===== src/rtl/ehgu_clk_pkg.sv =====
// Shared constants for the ehgu clock-gate slice: synchronizer depth limit,
// default counter width and a helper that keeps the synchronizer depth legal.
package ehgu_clk_pkg;

  localparam int MAX_SYNC_STAGES = 3;
  localparam int DEF_CNT_W       = 16;

  // Limit a requested synchronizer depth to the supported 0..MAX_SYNC_STAGES range
  function automatic int sync_stages_clamp(input int n);
    int r;
    if (n < 0) begin
      r = 0;
    end else if (n > MAX_SYNC_STAGES) begin
      r = MAX_SYNC_STAGES;
    end else begin
      r = n;
    end
    return r;
  endfunction

endpackage


===== src/rtl/ehgu_clk_sync.sv =====
// N-flop enable synchronizer with asynchronous active-low clear.
// STAGES=0 degenerates to a wire for enables already synchronous to clk.
module ehgu_clk_sync
  import ehgu_clk_pkg::*;
#(
  parameter int STAGES = 0
) (
  input  logic clk,
  input  logic rst_n,
  input  logic din,
  output logic dout
);

  generate
    if (STAGES == 0) begin : g_bypass
      // clk/rst_n are intentionally unused when there is nothing to register
      logic unused_s;
      assign unused_s = &{1'b0, clk, rst_n};
      assign dout     = din;
    end else begin : g_sync
      logic [STAGES-1:0] sync_d;
      logic [STAGES-1:0] sync_q;

      // Shift din one stage deeper per clk edge
      always_comb begin
        sync_d    = {STAGES{1'b0}};
        sync_d[0] = din;
        for (int i = 1; i < STAGES; i++) begin
          sync_d[i] = sync_q[i-1];
        end
      end

      // Synchronizer state register, cleared by reset
      always_ff @(posedge clk or negedge rst_n) begin
        if (!rst_n) begin
          sync_q <= {STAGES{1'b0}};
        end else begin
          sync_q <= sync_d;
        end
      end

      assign dout = sync_q[STAGES-1];
    end
  endgenerate

endmodule


===== src/rtl/ehgu_clk_gate.sv =====
// Glitch-free latch-based integrated clock gate with optional enable
// synchronizer, scan bypass and enabled-cycle observability counters.
module ehgu_clk_gate
  import ehgu_clk_pkg::*;
#(
  parameter int SYNC_STAGES = 0,
  parameter int CNT_W       = DEF_CNT_W
) (
  input  logic             clkin,
  input  logic             rst_n,
  input  logic             en,
  input  logic             test_en,
  output logic             clkout,
  output logic             en_q,
  output logic             clk_active,
  output logic [CNT_W-1:0] en_cnt
);

  localparam int SYNC_N = sync_stages_clamp(SYNC_STAGES);

  logic             en_sync_s;
  logic             en_eff_s;
  logic             en_lat_s;
  logic             clk_active_d;
  logic             clk_active_q;
  logic [CNT_W-1:0] en_cnt_d;
  logic [CNT_W-1:0] en_cnt_q;

  ehgu_clk_sync #(
    .STAGES (SYNC_N)
  ) u_sync (
    .clk   (clkin),
    .rst_n (rst_n),
    .din   (en),
    .dout  (en_sync_s)
  );

  // test_en skips the synchronizer so scan can force the clock on directly
  assign en_eff_s = en_sync_s | test_en;

  // Low-transparent latch + AND: the canonical ICG pattern, kept together so
  // synthesis maps it onto the library clock-gate cell.
  always_latch begin
    if (!rst_n) begin
      en_lat_s = 1'b0;
    end else if (!clkin) begin
      en_lat_s = en_eff_s;
    end
  end

  assign clkout = clkin & en_lat_s;
  assign en_q   = en_lat_s;

  // Next-state for the activity flag and the enabled-cycle counter
  always_comb begin
    clk_active_d = en_lat_s;
    if (en_lat_s) begin
      en_cnt_d = en_cnt_q + CNT_W'(1'b1);
    end else begin
      en_cnt_d = en_cnt_q;
    end
  end

  // Observability registers, sampled on the source clock
  always_ff @(posedge clkin or negedge rst_n) begin
    if (!rst_n) begin
      clk_active_q <= 1'b0;
      en_cnt_q     <= {CNT_W{1'b0}};
    end else begin
      clk_active_q <= clk_active_d;
      en_cnt_q     <= en_cnt_d;
    end
  end

  assign clk_active = clk_active_q;
  assign en_cnt     = en_cnt_q;

endmodule


===== config.mk =====
export PLATFORM = sky130hd
export DESIGN_NAME = ehgu_clk_gate
export DESIGN_NICKNAME = d
export VERILOG_FILES = /design/src/rtl/ehgu_clk_pkg.sv /design/src/rtl/ehgu_clk_sync.sv /design/src/rtl/ehgu_clk_gate.sv
export SDC_FILE = /design/constraint.sdc
export NUM_CORES = 1
export LEC_CHECK = 0
export BUFFER_PORTS_ARGS = -buffer_cell sky130_fd_sc_hd__buf_2
export CORE_UTILIZATION = 46
export DETAILED_ROUTE_END_ITERATION = 10
export GPL_ROUTABILITY_DRIVEN = 1
export PLACE_DENSITY = 0.74
export SLEW_MARGIN = 40
export SYNTH_ARGS = -nofsm -noshare
export SYNTH_HDL_FRONTEND = slang
export SYNTH_SLANG_ARGS = --single-unit

===== constraint.sdc =====
create_clock -name clkin -period 3.1 [get_ports clkin]
set_clock_uncertainty 0.2 [all_clocks]
set_input_delay 0 -clock clkin [delete_from_list [all_inputs] [get_ports clkin]]
set_output_delay 0 -clock clkin [all_outputs]
set_load 0.02 [all_outputs]

Word-level counts from Yosys, hierarchy flattened
Cells that the tools add are included.
{"block": "totals", "register_bits": 17, "latch_bits": 1, "in_bits": 4, "out_inout_bits": 19, "word_cells": 10}
{"block": "classes", "n_addsub": 1, "mux": 4, "bitwise_logic": 2}
{"operator": "$add 16x1->16 const B", "count": 1}
{"operator": "$mux 1", "count": 4}
{"operator": "$and 1x1->1", "count": 1}
{"operator": "$or 1x1->1", "count": 1}

Longest topological paths before layout
Gate-level depths: netlist of the first run.
{"block": "logic_depth", "ltp_word": 3, "mapped_depth": 5, "ltp_nobuf": 5}

By module
A second synthesis of the first run with hierarchy kept.
{"block": "hier_totals", "cells_unflattened": 68, "hier_area_um2": 797.0}
{"mod": "ehgu_clk_gate", "instances": 1, "cells_each": 67, "area_per_inst_um2": 789.5, "seq_area_each_um2": 425.4}
{"mod": "ehgu_clk_sync", "instances": 1, "cells_each": 1, "area_per_inst_um2": 7.5, "seq_area_each_um2": 0.0}

==> run_results.csv, run 1 <==
group,metric,value,unit
critical_path,critPathKind,"latch2out",
global_route,grt_start_max_net_pins,19,
critical_path,regToRegEndpoint,"en_cnt[10]",
placement,placed_cells_incl_taps,99,
global_route,grt_first_pass_wirelength,2.48,mm
timing,max_transition_margin,0.746,
timing,drv_slew,0,
final_layout,final_cell_mix,"buf_2 (23), dfrtp_1 (17), xnor2_1 (10)",
die,fp.dieArea,1800,µm²
logic_synthesis,syn_avg_cell_area,12.7,µm²
outcome,run_status,"finished clean",
die,core_area,1520,µm²
final_layout,synthToLayoutAreaGrowth,39.8,%
detailed_routing,post_drt_via_cell_ratio,4.99,
flow_run,max_cap_viol_count,0,
die,die_h,42.4,µm
timing,setup_failing_eps_final,0,
cts,clkTransAtPathRegs,0.06,ns
worst_hold_path,holdCritPathClass,"in2gate",
cts,clk-insertion-delay-late,0.41,ns
critical_path,worst_ep_arrival_time,2.84,ns
detailed_routing,wl_per_cell,13.0,µm
timing,tightest_slew,0.381,ns
critical_path,critical_path.slowest_cell,"dlxtp_1",
critical_path,cp-endpoint,"clkout",
critical_path,critPathLaunch,"en_q",
critical_path,critical_path.max_fanout,6,
logic_synthesis,synth_top_cells_by_area,"dfrtp_1 (57%), xnor2_1 (12%), xor2_1 (5.8%)",
power_and_ir_drop,total_power,0.000776,W
detailed_routing,num_vias,579,
critical_path,worstRegToRegCells,5,
detailed_routing,count_of_routing_violations_after_the_opening_detailed_route_iteration,14,
critical_path,worst_setup_path_end_kind,"output pin",
timing,timing.final.hold_violations,0,
detailed_routing,remaining_drc_errors,0,
critical_path,timing.critical_path.required,2.90,ns
final_layout,layout.cells.most_common,"buf_2",
final_layout,drive_gt1_frac,0.420,
placement,preCtsSetupSlack,0.120,ns
die,ios,23,
final_layout,final_cells,116,
placement,count_of_input_and_output_buffers,22,
logic_synthesis,yosys_register_bits,18,
critical_path,r2r_setup_slack,0.09,ns
critical_path,reg_to_reg_startpoint,"en_q",
timing,setup_slack,0.0553,ns
logic_synthesis,synthesis.instances,59,
placement,routabilityCongestion,0.749,
global_route,grt.overflow.total,0,
logic_synthesis,post_synth_instance_area,751,µm²
detailed_routing,firstDrtPassIters,2,
power_and_ir_drop,pwr_density_cell,739,nW/µm²
detailed_routing,wirelength,1.51,mm
final_layout,diodes,0,
logic_synthesis,synth.distinct_cells,19,
cts,clock_tree_from_tritoncts,"yes",
timing,setup_repair_after_global_routing_missed_its_margin,"true",
global_route,first_global_vias,626,
critical_path,cp-start-kind,"latch",
power_and_ir_drop,lkg_pwr,0.549,nW
critical_path,critical_path.cell_chain,"buf_4, and2_2, buf_2",
logic_synthesis,post-synth-top-area-cell,"dfrtp_1",
logic_synthesis,synthDominantCellAreaShare,0.567,
logic_synthesis,synth.net_count,64,
power_and_ir_drop,vdd_ir_drop_max,0.000495,V
global_route,grt_antenna_before_repair,0,
critical_path,cpPeakStageDelay,0.40,ns
global_route,global_route.usage.total,0.203,
die,placementRows,14,
final_layout,num-fill-cells,117,
final_layout,nets,105,
logic_synthesis,yosys_warnings,0,
die,die_w,42.4,µm
die,initial_core_util,0.493,
detailed_routing,drt.antenna.violating_nets,0,
[logic make-up after synthesis]
group	count (synthesis)	synth area share
flip-flops	17	0.567
multiplexers	1	0.0150
XOR/XNOR	15	0.175
AO/OA/AOI/OAI	1	0.0100
AND/OR/NAND/NOR	22	0.192
adder cells (fa/ha/maj)	1	0.0167
buffers and inverters	1	0.00500
latches	1	0.0200
[worst min-delay path by stage]
| stage | startpoint | end | slack (ns) | depth (start not counted) |
|---|---|---|---|---|
| 2_1_floorplan | rst_n | clock gate | -1.75 | 0 |
| 3_3_place_gp | rst_n | clock gate | -1.43 | 2 |
| 3_5_place_dp | rst_n | clock gate | -1.43 | 2 |
| 4_1_cts | rst_n | clock gate | 0.11 | 5 |
| 5_1_grt | rst_n | clock gate | 0.10 | 6 |
| 6_report | rst_n | clock gate | 0.06 | 6 |
[cells in the mapped netlist]
library cell,number
inv_1,1
nand2_1,7
nor3_4,1
dlxtp_1,1
ha_1,1
and2_2,1
xnor2_1,10
xor2_1,5
o21a_1,1
mux2_2,1
and3_1,1
nand3_2,1
dfrtp_1,17
nand4_1,1
nand4_2,2
and4_1,2
nand3_1,3
nor2_1,2
nor2_2,1
[cell type report]
| cell class | count | area [µm²] | share of cell area |
|---|---|---|---|
| clock buffer | 10 | 68.8 | 0.0656 |
| clock inverter | 1 | 5.00 | 0.00477 |
| inverter | 1 | 3.75 | 0.00358 |
| multi-input combinational | 40 | 329 | 0.313 |
| sequential | 18 | 440 | 0.420 |
| tap | 16 | 20.0 | 0.0191 |
| timing repair buffer | 30 | 183 | 0.174 |
[per-layer routing]
metal	track usage	share of wire	up-vias	routed length (µm)
met4	0.181	0.017	0	25
li1	-	-	279	-
met1	0.226	0.46	275	698
met2	0.271	0.46	20	690
met5	0	0	-	0
met3	0.116	0.060	5	91
[through the flow]
step | TNS, ns | cell area [µm²] | hold slack (ns) | util
2_1_floorplan | -0.0433 | 751 | -1.75 | -
3_3_place_gp | 0 | 896 | -1.43 | 0.588
3_5_place_dp | 0 | 896 | -1.43 | 0.588
4_1_cts | 0 | 1010 | 0.112 | 0.666
5_1_grt | -0.0319 | 1050 | 0.102 | 0.689
6_report | 0 | 1050 | 0.0551 | 0.689
[worst max-delay path: cells and delay by family (launching register included)]
family	cells	cell delay [ns]
latches	1	0.40
buffers and inverters	2	0.33
and+or+nand+nor	1	0.14
[sequential cells by signal, summed over array words and instances, names as in the netlist]
| signal | flops |
|---|---|
| en_cnt | 16 |
| clk_active | 1 |
| en_q | 1 |
[report_power, final]
group          switching, W  total [W]  internal (W)
Clock              0.000114   0.000247      0.000133
Combinational      0.000111   0.000191     0.0000802
Sequential        0.0000690   0.000337      0.000268
Total              0.000294   0.000776      0.000482
[repair_timing]
| action | 4_1_cts | 5_1_grt |
|---|---|---|
| endpoints found under the setup margin | 0 | 2 |
| gates resized for setup | 0 | 3 |
| hold buffers | 5 | 1 |
| endpoints found under the hold margin | 19 | 1 |
| setup buffers | 0 | 1 |
Power figures use the tool's default switching activity.
==> inputs of run 2 (changes only) <==
--- a/config.mk
+++ b/config.mk
@@ -10,6 +10,7 @@
 export DETAILED_ROUTE_END_ITERATION = 10
 export GPL_ROUTABILITY_DRIVEN = 1
 export PLACE_DENSITY = 0.74
+export REMOVE_ABC_BUFFERS = 1
 export SLEW_MARGIN = 40
 export SYNTH_ARGS = -nofsm -noshare
 export SYNTH_HDL_FRONTEND = slang
==> constraint.sdc (replaced) <==
create_clock -name clkin -period 3.1 [get_ports clkin]
set_clock_uncertainty 0.2 [all_clocks]
set_input_delay 0.62 -clock clkin [delete_from_list [all_inputs] [get_ports clkin]]
set_output_delay 0.62 -clock clkin [all_outputs]
set_load 0.02 [all_outputs]
==> run 2 against run 1 <==
Effect of this change:
- the flow now finishes with violations (setup timing)
- sequential share of layout area is 0.050 points higher
- non-clock buffer count unchanged
- count of clock-buffer cells in the layout unchanged
- hold slack better by 0.016 ns
- combinational power is 4% higher
- flip-flop and latch count unchanged
- die area stayed put
- worst setup slack got worse by 0.24 ns
- design area down 0.12%
- largest power group unchanged
- highest routed layer unchanged
==> run_results.csv, run 2 (synthesis gave the netlist of run 1 again) <==
group,metric,value,unit
critical_path,critPathLaunch,"en_q",
detailed_routing,wirelength,1.79,mm
power_and_ir_drop,swShare,0.384,
timing,setup_repair_after_global_routing_missed_its_margin,"true",
critical_path,critical-path-top-delay-family,"latches",
critical_path,crit_buf_inv,1,
detailed_routing,drt.antenna.violating_nets,0,
cts,clkTransAtPathRegs,0.04,ns
global_route,grt.overflow.total,0,
critical_path,timing.critical_path.required,2.28,ns
power_and_ir_drop,vdd_ir_drop_max,0.000702,V
power_and_ir_drop,p_int,0.000482,W
detailed_routing,post_drt_via_cell_ratio,5.23,
global_route,global_route.usage.total,0.233,
final_layout,diodes,0,
detailed_routing,firstDrtPassIters,6,
die,ios,23,
final_layout,nets,104,
die,placementRows,14,
global_route,first_global_vias,594,
final_layout,synthToLayoutAreaGrowth,39.7,%
timing,max_transition_margin,0.810,
timing,tightest_slew,0.285,ns
critical_path,worst_ep_arrival_time,2.46,ns
detailed_routing,wl_per_cell,15.6,µm
die,die_w,42.4,µm
timing,setup_slack,-0.184,ns
outcome,violated_checks,"setup timing",
final_layout,layout.cells.most_common,"buf_2",
power_and_ir_drop,total_switching_power,0.000300,W
cts,clock_tree_from_tritoncts,"yes",
placement,routabilityCongestion,0.739,
power_and_ir_drop,power.combinational.fraction,0.253,
critical_path,cpPeakStageDelay,0.36,ns
timing,fin_setup_tns,-0.331,ns
critical_path,cp-start-kind,"latch",
die,die_h,42.4,µm
die,fp.dieArea,1800,µm²
die,core_area,1520,µm²
critical_path,regToRegEndpoint,"en_cnt[15]",
critical_path,critPathKind,"latch2out",
placement,dpl.hpwl,976,µm
die,initial_core_util,0.493,
critical_path,worstRegToRegCells,6,
final_layout,drive_gt1_frac,0.444,
outcome,run_status,"complete, but fails checks",
worst_hold_path,holdCritPathClass,"in2gate",
timing,drv_slew,0,
global_route,grt_first_pass_wirelength,2.73,mm
critical_path,timing.critical_path.depth,2,
timing,setup_failing_eps_final,3,
detailed_routing,count_of_routing_violations_after_the_opening_detailed_route_iteration,23,
power_and_ir_drop,power_frac_clock,0.312,
detailed_routing,remaining_drc_errors,0,
final_layout,final_cell_mix,"buf_2 (20), dfrtp_1 (17), xnor2_1 (10)",
placement,count_of_input_and_output_buffers,22,
critical_path,critical_path.cell_chain,"and2_4, buf_6",
power_and_ir_drop,seq_power_share,0.435,
critical_path,cp-endpoint,"clkout",
critical_path,reg_to_reg_startpoint,"en_q",
detailed_routing,num_vias,602,
cts,clk-insertion-delay-late,0.41,ns
power_and_ir_drop,lkg_pwr,0.554,nW
power_and_ir_drop,pwr_density_cell,746,nW/µm²
global_route,grt_start_max_net_pins,19,
final_layout,num-fill-cells,116,
critical_path,worst_setup_path_end_kind,"output pin",
timing,timing.final.hold_violations,0,
final_layout,largest_reg_flops,16,
critical_path,critical_path.max_fanout,3,
power_and_ir_drop,total_power,0.000782,W
critical_path,critical_path.slowest_cell,"dlxtp_1",
global_route,grt_antenna_before_repair,0,
flow_run,max_cap_viol_count,0,
critical_path,r2r_setup_slack,0.04,ns
[run 2: changes by cell type in the layout (fill, tap and decap cells not counted), moves of 2 or more]
cell and delta:
buf_6 +4, buf_2 -3, dlygate4sd3_1 -3, buf_4 +2
[run 2: worst min path at each step]
| stage | cells past startpoint | slack, ns | startpoint | to |
|---|---|---|---|---|
| 2_1_floorplan | 0 | -1.13 | rst_n | clock gate |
| 3_3_place_gp | 2 | -0.81 | rst_n | clock gate |
| 3_5_place_dp | 2 | -0.81 | rst_n | clock gate |
| 4_1_cts | 4 | 0.08 | rst_n | clock gate |
| 5_1_grt | 4 | 0.12 | rst_n | clock gate |
| 6_report | 4 | 0.07 | rst_n | clock gate |
[run 2: what timing repair did]
item / 4_1_cts / 5_1_grt
buffers inserted: 1 / 3
gates resized for setup: 6 / 3
pin swaps: 0 / 3
endpoints found under the setup margin: 3 / 8
hold endpoints to repair: 18 / 0
hold buffers: 2 / 0
[run 2: layout make-up]
type | count | area (µm²) | area share
inverter | 1 | 3.75 | 0.00358
clock buffer | 10 | 71.3 | 0.0680
tap | 16 | 20.0 | 0.0191
timing repair buffer | 30 | 191 | 0.183
sequential | 18 | 440 | 0.420
multi-input combinational | 40 | 322 | 0.307
[run 2: metal layers]
metal  vias up  GRT usage  wire (µm)
met5         -          0          0
met4         0      0.213         56
met3         6      0.116         97
met2        24      0.311        894
met1       295      0.267        745
li1        277          -          -
[run 2: power by group through the flow]
stage	Clock [W]	Sequential [W]	Combinational (W)
6_report	0.000244	0.000340	0.000198
4_1_cts	0.000243	0.000328	0.000191
2_1_floorplan	0.0000151	0.000377	0.0000640
3_5_place_dp	0.0000192	0.000332	0.000185
5_1_grt	0.000260	0.000345	0.000213
3_3_place_gp	0.0000192	0.000329	0.000177
[run 2: worst reg2reg max path, delay by kind of cell, from the launching register on]
| kind | cells | cell delay, ns |
|---|---|---|
| and+or+nand+nor | 3 | 0.59 |
| latches | 1 | 0.36 |
| buffers and inverters | 2 | 0.23 |
| xor gates and xnor gates | 1 | 0.15 |
[run 2: per-stage QoR]
step | cell area [µm²] | cells | hold slack [ns] | utilization | setup slack [ns]
6_report | 1050 | 115 | 0.0708 | 0.688 | -0.184
2_1_floorplan | 751 | 59 | -1.13 | - | -0.110
5_1_grt | 1050 | 115 | 0.124 | 0.688 | -0.233
4_1_cts | 1010 | 112 | 0.0826 | 0.662 | -0.181
3_5_place_dp | 903 | 100 | -0.811 | 0.593 | 0.0370
3_3_place_gp | 903 | 100 | -0.813 | 0.593 | 0.0845
==> inputs of run 3 (changes only) <==
--- a/config.mk
+++ b/config.mk
@@ -6,6 +6,7 @@
 export NUM_CORES = 1
 export LEC_CHECK = 0
 export BUFFER_PORTS_ARGS = -buffer_cell sky130_fd_sc_hd__buf_2
+export CORE_MARGIN = 5
 export CORE_UTILIZATION = 46
 export DETAILED_ROUTE_END_ITERATION = 10
 export GPL_ROUTABILITY_DRIVEN = 1
==> run 3 against run 2 <==
Effect of this change:
- the run still ends with setup timing left
- highest routed layer unchanged
- register-to-register slack improved by 0.13 ns
- sequential share of layout area rose by 1.5 points
- global-route usage fell by 8.6 points
- cell count fell by 1.7%
- routed wire length fell by 18%
- critical path depth did not move
- largest cell class unchanged
- hold slack improved by 0.012 ns
- flip-flop and latch count did not move
- design area fell by 3.5%
- via count fell by 4.8%
- utilization fell by 2.4 points
==> run_results.csv, run 3 (synthesis gave the netlist of run 1 again) <==
group,metric,value,unit
critical_path,regToRegEndpoint,"en_cnt[15]",
die,die_h,50.4,µm
cts,clk-insertion-delay-late,0.39,ns
detailed_routing,drt.antenna.violating_nets,0,
final_layout,drive_gt1_frac,0.423,
placement,count_of_input_and_output_buffers,22,
final_layout,diodes,0,
power_and_ir_drop,power.combinational.fraction,0.255,
power_and_ir_drop,power_frac_clock,0.305,
power_and_ir_drop,swShare,0.357,
detailed_routing,post_drt_via_cell_ratio,5.07,
detailed_routing,count_of_routing_violations_after_the_opening_detailed_route_iteration,4,
detailed_routing,firstDrtPassIters,3,
placement,preCtsSetupSlack,0.00231,ns
timing,setup_failing_eps_final,3,
power_and_ir_drop,seq_power_share,0.440,
final_layout,largest_reg_flops,16,
timing,timing.final.hold_violations,0,
final_layout,num-fill-cells,121,
outcome,run_status,"complete, but fails checks",
global_route,global_route.usage.total,0.147,
power_and_ir_drop,p_int,0.000477,W
flow_run,max_cap_viol_count,0,
final_layout,synthToLayoutAreaGrowth,34.8,%
power_and_ir_drop,vdd_ir_drop_max,0.000532,V
power_and_ir_drop,pwr_density_cell,733,nW/µm²
critical_path,critPathLaunch,"en_q",
critical_path,cp-start-kind,"latch",
critical_path,worst_setup_path_end_kind,"output pin",
critical_path,timing.critical_path.required,2.28,ns
die,fp.dieArea,2540,µm²
power_and_ir_drop,total_switching_power,0.000265,W
timing,setup_repair_after_global_routing_missed_its_margin,"true",
critical_path,critPathKind,"latch2out",
critical_path,critical_path.max_fanout,3,
final_layout,final_cell_mix,"buf_2 (20), dfrtp_1 (17), xnor2_1 (10)",
detailed_routing,num_vias,573,
final_layout,layout.cells.most_common,"buf_2",
timing,drv_slew,0,
final_layout,final_cells,113,
power_and_ir_drop,lkg_pwr,0.543,nW
timing,fin_setup_tns,-0.271,ns
outcome,violated_checks,"setup timing",
timing,setup_slack,-0.146,ns
critical_path,reg_to_reg_startpoint,"en_q",
cts,clkTransAtPathRegs,0.04,ns
global_route,grt_start_max_net_pins,19,
global_route,grt.overflow.total,0,
placement,placed_cells_incl_taps,100,
timing,max_transition_margin,0.841,
placement,routabilityCongestion,0.718,
die,initial_core_util,0.493,
detailed_routing,wl_per_cell,13.0,µm
global_route,grt_antenna_before_repair,0,
placement,dpl.hpwl,1.01,mm
die,core_area,1520,µm²
detailed_routing,wirelength,1.47,mm
critical_path,cp-endpoint,"clkout",
global_route,first_global_vias,636,
timing,tightest_slew,0.237,ns
timing,hold_ws,0.0824,ns
critical_path,worst_ep_arrival_time,2.43,ns
die,ios,23,
detailed_routing,remaining_drc_errors,0,
final_layout,nets,102,
cts,clock_tree_from_tritoncts,"yes",
critical_path,worstRegToRegCells,5,
global_route,grt_first_pass_wirelength,2.64,mm
die,die_w,50.4,µm
die,placementRows,14,
critical_path,r2r_setup_slack,0.17,ns
worst_hold_path,holdCritPathClass,"in2gate",
[run 3: worst min path at each step]
| stage | start | to | slack, ns | cells after the start |
|---|---|---|---|---|
| finish | rst_n | clock gate | 0.08 | 4 |
| global route | rst_n | clock gate | 0.11 | 4 |
| CTS | rst_n | clock gate | 0.08 | 4 |
| detailed placement | rst_n | clock gate | -0.81 | 2 |
| global placement | rst_n | clock gate | -0.81 | 2 |
| floorplan | rst_n | clock gate | -1.13 | 0 |
[run 3: power by group through the flow]
stage | sequential, W | combinational, W | clock, W
floorplan | 0.000377 | 0.0000640 | 0.0000151
global placement | 0.000330 | 0.000177 | 0.0000192
detailed placement | 0.000331 | 0.000183 | 0.0000192
CTS | 0.000328 | 0.000192 | 0.000237
global route | 0.000337 | 0.000208 | 0.000258
finish | 0.000327 | 0.000189 | 0.000226
[run 3: critical path: stages, from the launching register on]
cell and delay (ns):
dlxtp_1 0.34, and2_4 0.15, buf_6 0.11
[run 3: per-layer routing]
layer	up-vias	track usage	routed length, µm
met5	-	0	0
met1	271	0.156	612
met3	8	0.0917	130
met2	20	0.203	676
met4	0	0.123	46
li1	274	-	-
[run 3: final cells by class]
cell class	count	area, µm²	area share
sequential	18	440	0.435
multi-input combinational	40	308	0.304
timing repair buffer	28	169	0.167
clock buffer	10	71.3	0.0705
tap	16	20.0	0.0198
inverter	1	3.75	0.00371
[run 3: what timing repair did]
action                                  CTS  global route
pin swaps                                 0             0
hold buffers                              2             0
setup buffers                             2             0
endpoints found under the setup margin    3             3
resized for setup                         5             0
endpoints found under the hold margin    18             0
[run 3: through the flow]
step	util	instance area [µm²]	power [W]
2_1_floorplan	-	751	0.000456
3_3_place_gp	0.593	903	0.000526
3_5_place_dp	0.593	903	0.000534
4_1_cts	0.664	1010	0.000757
5_1_grt	0.664	1010	0.000804
6_report	0.664	1010	0.000742
